`config.mk`:
```
export PLATFORM = sky130hd
export DESIGN_NAME = ps_readback_decoder
export DESIGN_NICKNAME = d
export VERILOG_FILES = /design/src/rtl/ps_rb_pkg.sv /design/src/rtl/ps_rb_boxcar.sv /design/src/rtl/ps_readback_decoder.sv
export SDC_FILE = /design/constraint.sdc
export NUM_CORES = 1
export LEC_CHECK = 0
export ABC_AREA = 1
export BUFFER_PORTS_ARGS = -buffer_cell sky130_fd_sc_hd__buf_4
export CAP_MARGIN = 20
export CORE_ASPECT_RATIO = 1.75
export CORE_MARGIN = 4
export CORE_UTILIZATION = 45
export CTS_CLUSTER_SIZE = 20
export DETAILED_ROUTE_END_ITERATION = 8
export PLACE_DENSITY = 0.7
export SLEW_MARGIN = 20
export SYNTH_ARGS = -nofsm -noshare
export SYNTH_HDL_FRONTEND = slang
export SYNTH_SLANG_ARGS = --single-unit
```
`constraint.sdc`:
```
create_clock -name clk -period 3.05 [get_ports clk]
set_input_delay 0.915 -clock clk [delete_from_list [all_inputs] [get_ports clk]]
set_output_delay 0.915 -clock clk [all_outputs]
set_load 0.05 [all_outputs]
```
`src/rtl/ps_rb_pkg.sv`:
```
// rtl/ps_rb_pkg.sv - shared constants, FSM state type and offset-binary conversion for the PS readback decoder
//
// Contents:
//   DW, ST_W          readback data width and status width of one frame
//   FRAME_BITS        strobes per frame (status bits first, then data, MSB first)
//   TIMEOUT_CYC_DEF   default max clk cycles between strobes inside a frame
//   OB_OFFSET         offset-binary zero point, 2^(DW-1)
//   state_e           IDLE / SHIFT / CONV
//   ob2tc()           offset-binary to two's complement (MSB inversion)

package ps_rb_pkg;

   localparam int DW              = 20;
   localparam int ST_W            = 4;
   localparam int FRAME_BITS      = ST_W + DW;
   localparam int CNT_W           = $clog2(FRAME_BITS + 1);
   localparam int TIMEOUT_CYC_DEF = 255;

   localparam logic [DW-1:0] OB_OFFSET = {1'b1, {(DW-1){1'b0}}};

   typedef enum logic [1:0] {
      IDLE  = 2'd0,
      SHIFT = 2'd1,
      CONV  = 2'd2
   } state_e;

   // Subtracting 2^(DW-1) modulo 2^DW only flips the MSB, so the mapping is
   // exact over the whole code range and never needs saturation.
   function automatic logic [DW-1:0] ob2tc(input logic [DW-1:0] ob);
      return {~ob[DW-1], ob[DW-2:0]};
   endfunction

endpackage

```
`src/rtl/ps_rb_boxcar.sv`:
```
// rtl/ps_rb_boxcar.sv - 4-sample boxcar averager for accepted readback words
//
// Ports:
//   clk, reset_n   clock, asynchronous active-low reset
//   in_valid_i     a word is accepted this cycle (updates the history)
//   in_data_i      accepted signed word
//   avg_next_o     average including in_data_i, floor((sum)/4)
//   primed_next_o  high once in_data_i is at least the 4th accepted word

module ps_rb_boxcar
   import ps_rb_pkg::*;
(
   input  logic          clk,
   input  logic          reset_n,
   input  logic          in_valid_i,
   input  logic [DW-1:0] in_data_i,
   output logic [DW-1:0] avg_next_o,
   output logic          primed_next_o
);

   logic [DW+1:0]        sum_q;
   logic [DW+1:0]        sum_d;
   logic [3:0][DW-1:0]   hist_q;
   logic [2:0]           cnt_q;

   // History starts at zero, so the oldest entry can always be subtracted;
   // modular wrap of the intermediate is harmless because the true 4-word
   // sum always fits in DW+2 bits.
   assign sum_d = sum_q
                - {{2{hist_q[3][DW-1]}}, hist_q[3]}
                + {{2{in_data_i[DW-1]}}, in_data_i};

   // Dropping the two LSBs of the sign-correct sum is an arithmetic shift,
   // i.e. rounding toward negative infinity.
   assign avg_next_o    = sum_d[DW+1:2];
   assign primed_next_o = (cnt_q >= 3'd3);

   always_ff @(posedge clk or negedge reset_n) begin
      if (!reset_n) begin
         sum_q  <= '0;
         hist_q <= '0;
         cnt_q  <= '0;
      end else if (in_valid_i) begin
         sum_q  <= sum_d;
         hist_q <= {hist_q[2:0], in_data_i};
         if (cnt_q != 3'd4) begin
            cnt_q <= cnt_q + 3'd1;
         end
      end
   end

endmodule

```
`src/rtl/ps_readback_decoder.sv`:
```
// rtl/ps_readback_decoder.sv - deserializes PS readback frames and converts offset-binary to two's complement
//
// Optional feature: define PS_RB_AVG_EN to pass accepted words through a
// 4-sample boxcar (ps_rb_boxcar) before they reach two_comp.
//
// Ports:
//   clk, reset_n   clock, asynchronous active-low reset
//   sdi_en         bit strobe; sdi/sfs sampled only when high
//   sdi            serial data, MSB first (status bits, then data)
//   sfs            frame sync, high on the strobe of the first frame bit
//   out_ready      downstream accept
//   out_valid      readback word available
//   two_comp       signed readback word
//   ps_status      status bits of the same frame
//   frame_err      one-cycle pulse on an aborted frame
//   ovf_cnt        saturating count of dropped words

module ps_readback_decoder
   import ps_rb_pkg::*;
#(
   parameter int TIMEOUT_CYC = TIMEOUT_CYC_DEF
) (
   input  logic            clk,
   input  logic            reset_n,
   input  logic            sdi_en,
   input  logic            sdi,
   input  logic            sfs,
   input  logic            out_ready,
   output logic            out_valid,
   output logic [DW-1:0]   two_comp,
   output logic [ST_W-1:0] ps_status,
   output logic            frame_err,
   output logic [7:0]      ovf_cnt
);

   localparam int TMO_W = $clog2(TIMEOUT_CYC + 1);

   state_e                  state_q, state_d;
   logic [FRAME_BITS-1:0]   shift_q, shift_d;
   logic [CNT_W-1:0]        bit_cnt_q, bit_cnt_d;
   logic [TMO_W-1:0]        tmo_q, tmo_d;
   logic                    out_valid_q, out_valid_d;
   logic [DW-1:0]           two_comp_q, two_comp_d;
   logic [ST_W-1:0]         ps_status_q, ps_status_d;
   logic                    frame_err_q, frame_err_d;
   logic [7:0]              ovf_cnt_q, ovf_cnt_d;
   logic [DW-1:0]           conv_word;

   assign conv_word = ob2tc(shift_q[DW-1:0]);

`ifdef PS_RB_AVG_EN
   logic          accept;
   logic [DW-1:0] avg_next;
   logic          avg_primed_next;

   ps_rb_boxcar u_boxcar (
      .clk           (clk),
      .reset_n       (reset_n),
      .in_valid_i    (accept),
      .in_data_i     (conv_word),
      .avg_next_o    (avg_next),
      .primed_next_o (avg_primed_next)
   );
`endif

   always_comb begin
      state_d     = state_q;
      shift_d     = shift_q;
      bit_cnt_d   = bit_cnt_q;
      tmo_d       = '0;
      out_valid_d = out_valid_q;
      two_comp_d  = two_comp_q;
      ps_status_d = ps_status_q;
      frame_err_d = 1'b0;
      ovf_cnt_d   = ovf_cnt_q;
`ifdef PS_RB_AVG_EN
      accept      = 1'b0;
`endif

      if (out_valid_q && out_ready) begin
         out_valid_d = 1'b0;
      end

      case (state_q)
         SHIFT: begin
            if (sdi_en) begin
               if (sfs) begin
                  // Early sync: abort the partial frame, this bit is bit 0.
                  frame_err_d = 1'b1;
                  shift_d     = {{(FRAME_BITS-1){1'b0}}, sdi};
                  bit_cnt_d   = CNT_W'(1);
               end else begin
                  shift_d   = {shift_q[FRAME_BITS-2:0], sdi};
                  bit_cnt_d = bit_cnt_q + CNT_W'(1);
                  if (bit_cnt_q == CNT_W'(FRAME_BITS - 1)) begin
                     state_d = CONV;
                  end
               end
            end else if (tmo_q == TMO_W'(TIMEOUT_CYC - 1)) begin
               frame_err_d = 1'b1;
               bit_cnt_d   = '0;
               state_d     = IDLE;
            end else begin
               tmo_d = tmo_q + TMO_W'(1);
            end
         end

         default: begin
            // IDLE and CONV share the frame-start detection so a sync strobe
            // arriving during the conversion cycle is not lost.
            if (state_q == CONV) begin
               if (!out_valid_q || out_ready) begin
`ifdef PS_RB_AVG_EN
                  accept      = 1'b1;
                  two_comp_d  = avg_next;
                  out_valid_d = avg_primed_next;
`else
                  two_comp_d  = conv_word;
                  out_valid_d = 1'b1;
`endif
                  ps_status_d = shift_q[FRAME_BITS-1 -: ST_W];
               end else if (ovf_cnt_q != 8'hFF) begin
                  ovf_cnt_d = ovf_cnt_q + 8'd1;
               end
            end
            state_d   = IDLE;
            bit_cnt_d = '0;
            if (sdi_en && sfs) begin
               shift_d   = {{(FRAME_BITS-1){1'b0}}, sdi};
               bit_cnt_d = CNT_W'(1);
               state_d   = SHIFT;
            end
         end
      endcase
   end

   always_ff @(posedge clk or negedge reset_n) begin
      if (!reset_n) begin
         state_q     <= IDLE;
         shift_q     <= '0;
         bit_cnt_q   <= '0;
         tmo_q       <= '0;
         out_valid_q <= 1'b0;
         two_comp_q  <= '0;
         ps_status_q <= '0;
         frame_err_q <= 1'b0;
         ovf_cnt_q   <= '0;
      end else begin
         state_q     <= state_d;
         shift_q     <= shift_d;
         bit_cnt_q   <= bit_cnt_d;
         tmo_q       <= tmo_d;
         out_valid_q <= out_valid_d;
         two_comp_q  <= two_comp_d;
         ps_status_q <= ps_status_d;
         frame_err_q <= frame_err_d;
         ovf_cnt_q   <= ovf_cnt_d;
      end
   end

   assign out_valid = out_valid_q;
   assign two_comp  = two_comp_q;
   assign ps_status = ps_status_q;
   assign frame_err = frame_err_q;
   assign ovf_cnt   = ovf_cnt_q;

endmodule

```
==> results of run 1 <==
==> sequential cells by signal, indices dropped and copies added, names as in the netlist <==
name	count
shift_q	24
two_comp	20
ovf_cnt	8
tmo_q	8
bit_cnt_q	5
ps_status	4
state_q	2
frame_err	1
out_valid	1
==> layout make-up <==
cell class | instances | area [um2] | area share, %
clock buffer | 12 | 256.5 | 6.678
clock inverter | 4 | 51.30 | 1.336
inverter | 49 | 188.9 | 4.919
multi-input combinational | 200 | 1112 | 28.96
sequential | 73 | 1827 | 47.56
tap | 84 | 105.1 | 2.736
timing repair buffer | 40 | 300.3 | 7.818
==> path summary, 6_finish.rpt <==
path	end	slack, ps
min	two_comp[19]	480
max	ovf_cnt[2]	1080
min in group asynchronous	two_comp[5]	710
max in group asynchronous	ps_status[1]	1750
min reg2reg	two_comp[19]	480
max reg2reg	ovf_cnt[7]	1560
==> power groups by stage <==
stage	Sequential (mW)	Combinational, mW	Clock, mW
final	1.02	0.191	1.05
after global routing	1.02	0.214	1.13
after CTS	1.02	0.194	1.09
after detailed placement	1.04	0.194	0
after global placement	1.03	0.190	0
after floorplan	1.07	0.103	0
==> per-stage QoR <==
step                      worst slack, ps  power (mW)  instance area (um2)  hold slack, ps  utilization, %
after floorplan                      1362       1.173                 3218           439.6               -
after global placement               1120       1.225                 3533           468.4           51.16
after detailed placement             1057       1.230                 3533           478.4           51.16
after CTS                            1055       2.301                 3841           491.1           55.62
after global routing                 1020       2.363                 3841           513.6           55.62
final                                1077       2.265                 3841           482.8           55.62
==> cells by family (layout without fill, tap and decap cells) <==
logic type,Yosys count,in the layout,share of synthesized area [%]
xor+xnor,6,6,1.633
fa+ha+maj,4,4,1.555
simple gates,133,133,20.92
buf+inv,59,105,8.670
flops,73,73,56.77
compound gates,57,57,10.46
==> cell usage after synthesis <==
cell type  instances
nand3_2            1
nand2_8            1
inv_2              2
inv_1             45
nand2_1           67
o21ai_0           22
ha_1               4
o21ai_2            2
nand4_1            6
buf_4              2
nor2_1            16
nor3_2             1
nor2_8             1
xor2_1             2
nand2_4            3
nand3_1           25
a31oi_1            1
o21ai_4            1
nand2_2            6
o211ai_1           1
o21ai_1            5
nor3_1             1
dfrtp_1           73
inv_4              2
xnor2_1            4
nand3_4            1
clkbuf_1           2
buf_6              6
nor2_4             4
a21oi_1            2
o22ai_1           23
==> metal layers <==
layer	track usage, %	up-vias	share of wire, %
li1	-	1168	-
met5	0	-	0
met1	18.01	1105	39
met4	8.824	0	3.5
met3	4.359	16	4.2
met2	27.36	49	53
==> impl_metrics.ini, run 1 <==
[detailed_routing]
vias = 2338
first_pass_iters = 4
drt_wl_total_mm = 6.151
viasPerCell = 5.061
wl_per_cell_um = 13.31
drc = 0
drt-initial-drc-count = 137
ant_nets = 0

[floorplan]
die_h_um = 119.9
dieArea_um2 = 8622
initial_core_util_pct = 46.59
rows = 40
core_area_um2 = 6907
die_x_um = 71.93
pin_count = 40

[yosys]
yosysTopAreaCell = dfrtp_1
ys_ff_latch = 73
synth.top_cell.area_share_pct = 56.77
yosysSeqAreaShare_pct = 56.77
syn_area_um2 = 3218
synth_cells = 332
synth_fp_nets = 342
yosys-top-cells-area = dfrtp_1, nand2_1, inv_1, o22ai_1, nand3_1
synth_cell_types = 31
yosys_warnings = 0
avgSynthCellArea_um2 = 9.693

[job]
cap_violations = 0

[clock_tree]
postCtsSetupRepairBufs = 0
htreeDepth = 3
worstSkewPairLatency_ps = 330
clk_pin_slew_ps = 60
cts_tree = done
numCtsBuffers = 9
cts_resized = 0
cts_buffer_depth = 2
cts.sinks = 73
cts-root-buf = clkbuf_16
hold_buffers = 0

[critical_path]
cpLargestDelayFamily = flip-flops
cp.depth = 1
critPathRequiredTime_ps = 2130
worstSetupPathType = flip-flop to output port
endpoint_kind = output port
path_buf_inv = 1
cp_slowest_cell = dfrtp_1
startpoint = ovf_cnt[2]
cp_max_fo = 6
critPathMaxStageDelay_ps = 480
crit_arrival_ps = 1060
cp-start-kind = flip-flop
crit_chain = buf_4
worst_r2r_path_depth = 8
timing.rr.start = ovf_cnt[0]

[final_layout]
areaGrowthSynthToFinish_pct = 19.36
final_layout_size_suffix_gt1_share_pct = 21.16
nNetsFinal = 383
antenna_cells = 0
layout_common_cells = dfrtp_1, nand2_1, inv_1, buf_4, nand3_1
final_common_cell = dfrtp_1
final_cells = 462
fillerInstances = 634

[placement]
port_buffers = 39
placed_cells = 446
hpwl_mm = 4.337
gp_congestion = 0.8121

[sta]
setup-violations-final = 0
worstMarginPinSlew_ps = 895.7
slew_violations = 0
fin_crit_ps = 1973
fmax_mhz = 506.7
tns_ps = 0
fin_crit_sh_pct = 64.70
relSlewSlack_pct = 40.28
hold_viol_final = 0
rsz0062_at_grt = no
skew_ps = 5.125

[pwr]
p_comb_share_pct = 8.4
seqPwrFrac_pct = 45.0
ir_drop_mv = 0.3244
internal_power_mw = 1.726
clkPwrFrac_pct = 46.6
p_per_area_nw_per_um2 = 589.6
swShare_pct = 23.79
power_leakage_nw = 1.865
power_switching_uw = 538.7

[outcome]
outcome = complete, no violations

[grt]
grt_pass1_wl_mm = 10.85
gr-total-overflow = 0
grt_usage_pct = 16.17
grt_max_degree = 74
grt_pass1_vias = 2416
antenna_found_initial = 0

[min_path]
min_from = shift_q[19]
hold_class = flip-flop to flip-flop
hold_depth = 1
(Power assumes the default switching activity.)
==> run 2, diff against run 1 <==
Clock period 3.05 ns to 1.9 ns, I/O delays scaled along.
==> impl_metrics.ini, run 2 (synthesis results as in run 1) <==
[outcome]
outcome = complete, no violations

[critical_path]
path_buf_inv = 1
worstSetupPathType = flip-flop to output port
crit_arrival_ps = 1030
cp_slowest_cell = dfrtp_1
crit_chain = buf_4
endpoint_kind = output port
critPathMaxStageDelay_ps = 460
cpLargestDelayFamily = flip-flops
critPathRequiredTime_ps = 1330
cp_max_fo = 6
cp-start-kind = flip-flop

[clock_tree]
cts_buffer_depth = 2
numCtsBuffers = 9
hold_buffers = 0
cts_resized = 0
worstSkewPairLatency_ps = 330
postCtsSetupRepairBufs = 0
cts-root-buf = clkbuf_16
cts.sinks = 73
htreeDepth = 3
cts_tree = done
clk_pin_slew_ps = 50

[final_layout]
multi_input_area_um2 = 1112
areaGrowthSynthToFinish_pct = 20.65
final_common_cell = dfrtp_1
fin_util_pct = 56.21
antenna_cells = 0
fillerInstances = 634
final_layout_size_suffix_gt1_share_pct = 21.99
top_register = shift_q
seqCellArea_um2 = 1827
layout_common_cells = dfrtp_1, nand2_1, inv_1, buf_4, nand3_1
nNetsFinal = 387
largest_reg_flops = 24

[floorplan]
pin_count = 40
initial_core_util_pct = 46.59
rows = 40
die_x_um = 71.93
die_h_um = 119.9
core_area_um2 = 6907
dieArea_um2 = 8622

[pwr]
ir_drop_mv = 0.5259
p_comb_share_pct = 9.0
seqPwrFrac_pct = 46.1
power_leakage_nw = 1.896
clkPwrFrac_pct = 44.9
p_per_area_nw_per_um2 = 915.9
power_switching_uw = 841.1
swShare_pct = 23.65
finalPower_mw = 3.556
internal_power_mw = 2.715

[detailed_routing]
drt-initial-drc-count = 90
wl_per_cell_um = 13.36
first_pass_iters = 4
viasPerCell = 4.974
drc = 0
ant_nets = 0
vias = 2318
drt_wl_total_mm = 6.224

[grt]
grt_max_degree = 49
antenna_found_initial = 0
grt_pass1_wl_mm = 10.87
gr-total-overflow = 0
grt_usage_pct = 16.30
grt_pass1_vias = 2339

[sta]
slew_violations = 0
hold_viol_final = 0
fmax_mhz = 626.1
fin_crit_ps = 1597
tns_ps = 0
worstMarginPinSlew_ps = 432.7
skew_ps = 4.915
worst_slack_ps = 302.7
fin_crit_sh_pct = 84.07
relSlewSlack_pct = 71.15
rsz0062_at_grt = no
setup-violations-final = 0

[placement]
dp_slack_ps = 414.2
port_buffers = 39
gp_congestion = 0.8132
hpwl_mm = 4.392

[job]
cap_violations = 0

[min_path]
hold_class = input port to async pin
==> run 2: area by class of cell <==
cell class | count | share of cell area [%]
sequential | 73 | 47.05
clock inverter | 2 | 0.2578
clock buffer | 14 | 7.315
tap | 84 | 2.707
multi-input combinational | 200 | 28.65
inverter | 49 | 4.866
timing repair buffer | 44 | 9.152
==> run 2: power groups by stage <==
stage                     Sequential [mW]  Combinational [mW]  Clock, mW
final                                1.64               0.320       1.60
after global routing                 1.64               0.355       1.72
after CTS                            1.64               0.327       1.65
after detailed placement             1.66               0.327          0
after global placement               1.66               0.318          0
after floorplan                      1.72               0.166          0
==> run 2: path summary, 6_finish.rpt <==
| check | from | endpoint | slack (ps) | depth (start not counted) |
|---|---|---|---|---|
| worst max-delay path | ovf_cnt[2] | ovf_cnt[2] | 300 | 1 |
| max in group asynchronous | reset_n | tmo_q[4] | 1160 | 2 |
| worst max register to register | ovf_cnt[0] | ovf_cnt[7] | 530 | 8 |
| worst min register to register | tmo_q[0] | tmo_q[0] | 480 | 1 |
| min in group clk | sdi | shift_q[0] | 470 | 3 |
| worst min-delay path | reset_n | two_comp[8] | 180 | 1 |
==> run 2: stage by stage <==
step           std cells  area [um2]  hold WS, ps
2_1_floorplan        332        3218        274.4
3_3_place_gp         450        3588        470.3
3_5_place_dp         450        3588        477.0
4_1_cts              466        3882        194.6
5_1_grt              466        3882        217.6
6_report             466        3882        183.3
==> run 2: metal layers <==
layer	part of all wire (%)	track usage [%]
met5	0	0
met4	2.6	8.000
met3	4.2	4.526
met2	54	28.23
met1	39	17.88
